===== config.mk =====
export PLATFORM = sky130hd
export DESIGN_NAME = crossing_monitor
export DESIGN_NICKNAME = d
export VERILOG_FILES = /design/src/rtl/crossing_pkg.sv /design/src/rtl/move_checker.sv /design/src/rtl/crossing_monitor.sv
export SDC_FILE = /design/constraint.sdc
export NUM_CORES = 1
export LEC_CHECK = 0
export BUFFER_PORTS_ARGS = -buffer_cell sky130_fd_sc_hd__buf_2
export CORE_MARGIN = 3
export CORE_UTILIZATION = 58
export CTS_BUF_LIST = sky130_fd_sc_hd__clkbuf_4
export CTS_CLUSTER_DIAMETER = 30
export DETAILED_ROUTE_END_ITERATION = 10
export GPL_TIMING_DRIVEN = 0
export PLACE_DENSITY = 0.82
export SLEW_MARGIN = 5
export SYNTH_ARGS = -nofsm -noshare
export SYNTH_HDL_FRONTEND = slang
export SYNTH_SLANG_ARGS = --single-unit

===== constraint.sdc =====
create_clock -name clk -period 3.7 [get_ports clk]
set_clock_uncertainty 0.1 [all_clocks]
set_input_delay 0.555 -clock clk [delete_from_list [all_inputs] [get_ports clk]]
set_output_delay 0.555 -clock clk [all_outputs]
set_load 0.05 [all_outputs]

===== src/rtl/crossing_pkg.sv =====
// Shared definitions for the river-crossing monitor: FSM encoding,
// bank start/goal constants and the step counter width.
package crossing_pkg;

  typedef enum logic [1:0] {
    ST_RUN          = 2'd0,
    ST_WAIT_RESTART = 2'd1,
    ST_ERROR        = 2'd2,
    ST_TIMEOUT      = 2'd3
  } mon_state_e;

  localparam logic [1:0] START_M = 2'd3;
  localparam logic [1:0] START_C = 2'd3;
  localparam logic [1:0] GOAL_M  = 2'd0;
  localparam logic [1:0] GOAL_C  = 2'd0;
  localparam int unsigned STEP_W = 5;

  // Pack a start-bank population into the {m,c} nibble used everywhere.
  function automatic logic [3:0] bank_pack(input logic [1:0] m, input logic [1:0] c);
    return {m, c};
  endfunction

  localparam logic [3:0] START_BANK = {START_M, START_C};
  localparam logic [3:0] GOAL_BANK  = {GOAL_M, GOAL_C};

endpackage


===== src/rtl/move_checker.sv =====
// Combinational legality check for one boat trip between two start-bank
// populations, given the direction the boat is travelling.
module move_checker
  import crossing_pkg::*;
(
  input  logic [3:0] prev,
  input  logic [3:0] sample,
  input  logic       dir,
  output logic       legal
);

  logic [1:0] pm, pc, sm, sc;
  logic [1:0] far_m, far_c;
  logic [2:0] delta;
  logic       mono, safe_start, safe_far;

  // Boat moves people off the start bank when dir=0, back onto it when dir=1;
  // the boat carries one or two and both banks must stay safe afterwards.
  always_comb begin
    pm    = prev[3:2];
    pc    = prev[1:0];
    sm    = sample[3:2];
    sc    = sample[1:0];
    far_m = START_M - sm;
    far_c = START_C - sc;
    if (!dir) begin
      mono  = (sm <= pm) && (sc <= pc);
      delta = {1'b0, pm - sm} + {1'b0, pc - sc};
    end else begin
      mono  = (sm >= pm) && (sc >= pc);
      delta = {1'b0, sm - pm} + {1'b0, sc - pc};
    end
    safe_start = (sm == 2'd0) || (sm >= sc);
    safe_far   = (far_m == 2'd0) || (far_m >= far_c);
    legal      = mono && ((delta == 3'd1) || (delta == 3'd2)) && safe_start && safe_far;
  end

endmodule


===== src/rtl/crossing_monitor.sv =====
// Watches a missionaries-and-cannibals solver one sample at a time,
// validating every move, counting solved rounds and flagging errors.
module crossing_monitor
  import crossing_pkg::*;
#(
  parameter int unsigned MAX_STEPS = 15
) (
  input  logic              clk,
  input  logic              reset,
  input  logic              in_valid,
  input  logic [1:0]        missionary_next,
  input  logic [1:0]        cannibal_next,
  input  logic              finish,
  output logic [STEP_W-1:0] step_count,
  output logic              solved,
  output logic [STEP_W-1:0] solve_steps,
  output logic [7:0]        rounds,
  output logic              illegal,
  output logic [3:0]        illegal_state,
  output logic              finish_err,
  output logic [1:0]        mon_state
);

  localparam logic [STEP_W-1:0] MAX_STEPS_W = STEP_W'(MAX_STEPS);

  mon_state_e        state_q, state_d;
  logic [3:0]        prev_q, prev_d;
  logic              dir_q, dir_d;
  logic [STEP_W-1:0] step_q, step_d;
  logic              solved_q, solved_d;
  logic [STEP_W-1:0] solve_steps_q, solve_steps_d;
  logic [7:0]        rounds_q, rounds_d;
  logic              illegal_q, illegal_d;
  logic [3:0]        illegal_state_q, illegal_state_d;
  logic              finish_err_q, finish_err_d;

  logic [3:0]        sample;
  logic              legal;
  logic              goal_arrival;
  logic [STEP_W-1:0] step_inc;

  assign sample = bank_pack(missionary_next, cannibal_next);

  move_checker u_move_checker (
    .prev   (prev_q),
    .sample (sample),
    .dir    (dir_q),
    .legal  (legal)
  );

  // Goal detection and the saturating step increment used by a legal move.
  always_comb begin
    goal_arrival = (state_q == ST_RUN) && legal && (sample == GOAL_BANK);
    step_inc     = (step_q == '1) ? step_q : step_q + STEP_W'(1);
  end

  // Next-state and output computation; solved is a single-cycle pulse.
  always_comb begin
    state_d         = state_q;
    prev_d          = prev_q;
    dir_d           = dir_q;
    step_d          = step_q;
    solved_d        = 1'b0;
    solve_steps_d   = solve_steps_q;
    rounds_d        = rounds_q;
    illegal_d       = illegal_q;
    illegal_state_d = illegal_state_q;
    finish_err_d    = finish_err_q;

    if (in_valid && (state_q != ST_ERROR)) begin
      // The solver's finish flag must match our own view of a goal arrival.
      if (finish != goal_arrival) begin
        finish_err_d = 1'b1;
      end

      case (state_q)
        ST_RUN: begin
          if (legal) begin
            prev_d = sample;
            dir_d  = ~dir_q;
            step_d = step_inc;
            if (goal_arrival) begin
              solved_d      = 1'b1;
              solve_steps_d = step_inc;
              rounds_d      = rounds_q + 8'd1;
              state_d       = ST_WAIT_RESTART;
            end else if (step_inc >= MAX_STEPS_W) begin
              state_d = ST_TIMEOUT;
            end
          end else begin
            if (!illegal_q) illegal_state_d = sample;
            illegal_d = 1'b1;
            state_d   = ST_ERROR;
          end
        end
        ST_WAIT_RESTART: begin
          if (sample == START_BANK) begin
            prev_d  = START_BANK;
            dir_d   = 1'b0;
            step_d  = '0;
            state_d = ST_RUN;
          end else begin
            if (!illegal_q) illegal_state_d = sample;
            illegal_d = 1'b1;
            state_d   = ST_ERROR;
          end
        end
        default: begin
          // TIMEOUT is terminal: only the finish cross-check above stays live.
        end
      endcase
    end
  end

  // State register with asynchronous active-low reset.
  always_ff @(posedge clk or negedge reset) begin
    if (!reset) begin
      state_q         <= ST_RUN;
      prev_q          <= START_BANK;
      dir_q           <= 1'b0;
      step_q          <= '0;
      solved_q        <= 1'b0;
      solve_steps_q   <= '0;
      rounds_q        <= '0;
      illegal_q       <= 1'b0;
      illegal_state_q <= '0;
      finish_err_q    <= 1'b0;
    end else begin
      state_q         <= state_d;
      prev_q          <= prev_d;
      dir_q           <= dir_d;
      step_q          <= step_d;
      solved_q        <= solved_d;
      solve_steps_q   <= solve_steps_d;
      rounds_q        <= rounds_d;
      illegal_q       <= illegal_d;
      illegal_state_q <= illegal_state_d;
      finish_err_q    <= finish_err_d;
    end
  end

  assign step_count    = step_q;
  assign solved        = solved_q;
  assign solve_steps   = solve_steps_q;
  assign rounds        = rounds_q;
  assign illegal       = illegal_q;
  assign illegal_state = illegal_state_q;
  assign finish_err    = finish_err_q;
  assign mon_state     = state_q;

endmodule


### Word-level counts from Yosys, hierarchy flattened

Cells that the tools add are included.

* $mul: 0
* add/sub/neg operators: 10
* order comparisons: 7
* muxes and demuxes: 28
* reduce and logical (&&, ||, !) cells: 21
* bitwise gates (word level): 1
* shift operators: 0
* eq/ne operators: 12
* div/mod/pow operators: 0

Operators by type and width (number)
* 4-bit 2-to-1 mux: 5
* 4-bit case mux with 2 select lines: 2
* 5-bit 2-to-1 mux: 3
* 4-bit AND reduction: 3
* 2-bit inequality test, second input constant: 5
* 5-bit case mux with 2 select lines: 1
* 1-bit 2-to-1 mux: 9
* 8-bit by 1-bit adder with 8-bit output, second input constant: 1
* 2-bit greater-or-equal comparator: 4
* 1-bit logical AND: 8
* 2-bit 2-to-1 mux: 4
* 2-bit subtractor: 4
* 2-bit by 2-bit adder with 3-bit output: 2
* 2-bit logical NOT: 3
* 5-bit by 1-bit adder with 5-bit output, second input constant: 1
* 5-bit == test, second input constant: 1
* 5-bit by 4-bit greater-or-equal comparator with 1-bit output, second input constant: 1
* 4-bit == test, second input constant: 1
* 2-bit less-or-equal comparator: 2
* 4-bit logical NOT: 1
* 4-bit by 3-bit inequality test with 1-bit output, second input constant: 1
* 1-bit case mux with 2 select lines: 2
* 2-bit case mux with 2 select lines: 1
* 2-bit subtractor, first input constant: 2
* other kinds (10): 12

* register bits: 32
* bits of input ports: 8
* memories: 0
* word-level logic and storage cells: 89
* bits in latches: 0
* memory bits (read-only): 0
* output and inout port bits: 27
* RAM bits: 0

### Depth between registers and ports, before layout

* word-level depth: 14
* mapped depth: 13
* mapped depth without buffers: 11

### Hierarchy

Synthesis repeated with hierarchy kept, for this count alone.

* cell total of the unflattened synthesis: 183
* area, all modules: 1931.9 µm²

Modules (own cells, without submodules)
* crossing_monitor: sequential area each 805.8 µm², area each 1471.4 µm², cells an instance 130, instances 1
* move_checker: sequential area each 0.0 µm², area each 460.4 µm², cells an instance 53, instances 1

### Worst setup path before layout

OpenSTA, ideal clock, no wires.

* path kind: input to register
* start point: input missionary_next[0]
* end point: register illegal_state_q[0] (netlist: illegal_state[0])
* library setup time: 128 ps
* buffers on the path: 1
* arrival: 3174 ps
* path slack: 298 ps
* data required time: 3472 ps
* stages on the path: 12
* path through: inv_1 ha_1 inv_1 fa_1 inv_1 fa_1 mux2i_1 xnor2_1 or4_1 buf_2 o211ai_2 mux2_1

* word-level cells in the longest chain between the ends: 10
* elaborated cells between the ends (all ways): 27

Ends and longest elaborated chain
* start: declaration: RTL line crossing_monitor.sv:11 `input logic [1:0] missionary_next,`
* 2-bit subtractor, on equally long branches: RTL line move_checker.sv:28, move_checker.sv:31
* 2-bit by 2-bit adder with 3-bit output, on equally long branches: RTL line move_checker.sv:28, move_checker.sv:31
* 3-bit 2-to-1 mux: RTL line move_checker.sv:26 `if (!dir) begin`
* 3-bit by 1-bit == test with 1-bit output or 3-bit by 2-bit == test with 1-bit output (tied branches): RTL line move_checker.sv:35 `legal = mono && ((delta == 3'd1) || (delta == 3'd2)) && safe_start && safe_far;`
* 1-bit logical OR: RTL line move_checker.sv:35
* 1-bit logical AND (3 in series): RTL line move_checker.sv:35
* 2-bit inequality test (no line)
* 4-bit AND reduction (no line) *
* end signal: assignment: RTL line crossing_monitor.sv:137 `illegal_state_q <= illegal_state_d;`
* end: declaration: RTL line crossing_monitor.sv:34 `logic [3:0] illegal_state_q, illegal_state_d;`

Mark *: on every way between the ends. The rest lies on a longest branch, timed or not.
A chain may end at the register's enable or synchronous reset.

### Final worst setup path

* start point: register prev_q[2]
* end point: register illegal_state_q[1] (netlist: illegal_state[1])

* word-level cells in the longest chain between the ends: 10
* elaborated cells between the ends (all ways): 18

Ends and longest elaborated chain
* start: declaration: RTL line crossing_monitor.sv:27 `logic [3:0] prev_q, prev_d;`
* start signal: assignment: RTL line crossing_monitor.sv:130 `prev_q <= prev_d;`
* 2-bit subtractor, on equally long branches: RTL line move_checker.sv:28, move_checker.sv:31
* 2-bit by 2-bit adder with 3-bit output, on equally long branches: RTL line move_checker.sv:28, move_checker.sv:31
* 3-bit 2-to-1 mux: RTL line move_checker.sv:26
* 3-bit by 1-bit == test with 1-bit output or 3-bit by 2-bit == test with 1-bit output (tied branches): RTL line move_checker.sv:35
* 1-bit logical OR: RTL line move_checker.sv:35
* 1-bit logical AND * (3 in series): RTL line move_checker.sv:35
* 2-bit inequality test (no line) *
* 4-bit AND reduction (no line) *

Marked as above.

==> reports/qor.yml <==
grt_max_degree: 33
synthCells: 188
area_growth_pct: 16.4
grt_pass1_vias: 1594
muxShareOfSynthArea_pct: 7.20
crit_type: "flip-flop to flip-flop"
cts_tree: "yes"
max_stage_delay_ns: 0.56
setup_ws_ns: 0.113
grt_overflow_total: 0
drive_above_1_share_pct: 28.3
core_um2: 3150
final-setup-viol-count: 0
numCtsBuffers: 5
wl_per_cell_um: 15.9
initial_utilization_pct: 62.9
grt_pass1_wl_um: 7530
syn_area_um2: 1980
critical_path.cell_chain: "ha_1 > inv_1 > fa_1 > inv_1 > fa_1 > mux2i_2 > xnor2_2 > or4_4 > buf_6 > o211ai_4 > mux2_1"
root_buffer: "clkbuf_4"
nNetsFinal: 255
grtUsageTotal_pct: 23.3
ys_types: 48
cts.sinks: 32
rsz0062_at_grt: "false"
cp.arrival_ns: 3.70
path_clk_slew_ns: 0.10
outcome: "completed"
cp.required_ns: 3.82
fin_crit_sh_pct: 96.9
synth_xor_area_share_pct: 4.86
yosys_warnings: 0
clk-insertion-delay-late_ns: 0.34
first_pass_iters: 4
syn_area_per_cell_um2: 10.5
finalMaxSlewViolations: 0
vdd_drop_max_uv: 195
fmax_ghz: 0.279
min_period_ns: 3.59
slew_headroom_pct: 26.1
ctsHtreeMaxLevel: 2
dp_hpwl_um: 3240
postCtsResizedCells: 0
drc_errors: 0
synth_adder_area_share_pct: 12.9
powerDensity_nw_per_um2: 321
worstSetupEndpointType: "flip-flop"
cp-start-kind: "flip-flop"
synth_top_family_by_area: "simple AND/OR/NAND/NOR gates"
dpl_cell_area_um2: 2210
io_pins: 35
cts_hold_repair.buffers: 0
ant_nets: 0
dr.first_iter.drc_count: 85
vias: 1644
hold_path_class: "primary input to asynchronous set/reset pin"
dp_slack_ns: -0.274
worstMarginPinSlew_ns: 1.09
drt-total-wl_um: 4360
cp_max_fo: 7
p_leak_nw: 1.13
rows: 20
ys_seq_elements: 32
vias_per_cell: 6.00
hold_viol: 0
fin_area_um2: 2310
post_cts.repair.setup_buffers: 0
gp_congestion: 0.866
fp.dieArea_um2: 4150
clock_path_buffers: 2
synth_nets: 214
antenna_found_initial: 0
max_cap_viol_count: 0
cp_slowest_cell: "dfstp_2"
synthSimpleGateAreaFrac_pct: 16.1
dieWidth_um: 64.5
die_h_um: 64.5
seq_area_frac_synth_pct: 40.7
synth_compound_area_share_pct: 13.5
num_antenna_cells: 0
port_buffers: 34
flip-flops by register name, indices dropped and copies added (netlist names):
name	cells
rounds	8
solved	1
illegal	1
solve_steps	5
step_count	5
finish_err	1
illegal_state	4
prev_q	4
mon_state	2
dir_q	1
power by group:
| part | leakage, nW | switching, mW | total [mW] | internal [mW] |
|---|---|---|---|---|
| clock | 0.0338 | 0.114 | 0.201 | 0.0876 |
| sequential | 0.411 | 0.00672 | 0.366 | 0.359 |
| combinational | 0.688 | 0.112 | 0.173 | 0.0610 |
layout by cell type, fill, tap and decap left out, drive strengths merged, types with 5 or more instances in the layout:
cell and n:
buf 37, dfrtp 28, inv 18, ha 14, nand2 12, mux2 10, xor2 8, nor3 8
nand4 8, clkbuf 8, nand2b 7, o22ai 5
final timing paths:
| kind | startpoint | to | slack [ns] | cells after the start |
|---|---|---|---|---|
| hold / removal | reset | finish_err$_DFFE_PN0P_ | 0.15 | 1 |
| max in group asynchronous | reset | illegal_state[0]$_DFFE_PN0P_ | 2.90 | 1 |
| hold reg to reg | rounds[7]$_DFFE_PN0P_ | rounds[7]$_DFFE_PN0P_ | 0.38 | 1 |
| min in group clk | rounds[7]$_DFFE_PN0P_ | rounds[7]$_DFFE_PN0P_ | 0.38 | 1 |
| setup / recovery | prev_q[2]$_DFFE_PN1P_ | illegal_state[1]$_DFFE_PN0P_ | 0.11 | 11 |
| setup reg to reg | prev_q[2]$_DFFE_PN1P_ | illegal_state[1]$_DFFE_PN0P_ | 0.11 | 11 |
routing by layer:
layer | global-route usage, % | vias to the layer above | wire [um]
li1 | - | 768 | -
met1 | 31.7 | 820 | 1930
met5 | 0 | - | 0
met4 | 8.18 | 0 | 53
met3 | 4.68 | 6 | 234
met2 | 37.1 | 50 | 2140
cell usage after synthesis (all sizes together):
library cell  instances  area [um2]
a211oi                3        22.5
a21boi                2        15.0
a21oi                 2        10.0
a221oi                2        17.5
a311o                 1        10.0
a31o                  4        35.0
a31oi                 3        18.8
a41oi                 1        8.76
and2                  3        18.8
and3                  4        25.0
buf                   3        23.8
clkbuf                1        3.75
dfrtp                28         701
dfstp                 4         105
fa                    4        80.1
ha                   14         175
inv                  18        67.6
mux2                 10         113
mux2i                 3        30.0
nand2                12        45.0
nand2b                7        43.8
nand3                 3        20.0
nand4                 8        50.1
nand4b                1        8.76
nor2                  3        11.3
nor2b                 1        6.26
nor3                  8        40.0
nor3b                 1        7.51
nor4                  3        25.0
nor4bb                1        10.0
o2111ai               1        8.76
o211ai                2        20.0
o21ai                 4        20.0
o22ai                 5        31.3
o311ai                1        8.76
o31a                  2        17.5
o31ai                 2        15.0
o32ai                 1        8.76
or4                   1        7.51
xnor2                 3        26.3
xor2                  8        70.1
critical path: cells and delay by family, from the launching register on:
family / cells / cell delay (ns)
AO/OA/AOI/OAI: 1 / 0.26
AND/OR/NAND/NOR: 1 / 0.49
XOR/XNOR: 1 / 0.14
multiplexers: 2 / 0.58
buffers and inverters: 3 / 0.25
flip-flops: 1 / 0.56
adder cells (fa/ha/maj): 3 / 1.07
cell type report:
| cell class | count | area, um2 |
|---|---|---|
| repair buffers | 34 | 170 |
| flip-flops and latches | 32 | 806 |
| inverters | 18 | 67.6 |
| clock inverters | 1 | 3.75 |
| clock buffers | 7 | 52.6 |
| fillers | 239 | 847 |
| plain buffers | 4 | 33.8 |
| multi-input cells | 134 | 1120 |
| well taps | 44 | 55.1 |
metrics by stage:
step / setup TNS, ns / total power, mW / utilization [%] / instances / hold WS, ns
floorplan: 0 / 0.476 / - / 188 / 0.159
global placement: -1.58 / 0.517 / 70.0 / 266 / 0.351
detailed placement: -3.17 / 0.523 / 70.0 / 266 / 0.367
CTS: 0 / 0.723 / 71.8 / 274 / 0.164
global route: 0 / 0.783 / 73.1 / 274 / 0.192
finish: 0 / 0.741 / 73.1 / 274 / 0.146
cells by family (layout without fill, tap and decap cells):
kind of cell | after synthesis | after routing
adders and majority gates | 18 | 18
xor gates and xnor gates | 11 | 11
AOI/OAI and AO/OA | 36 | 36
and+or+nand+nor | 56 | 56
buffers and inverters | 22 | 64
DFF | 32 | 32
muxes | 13 | 13
(Power assumes the default switching activity.)
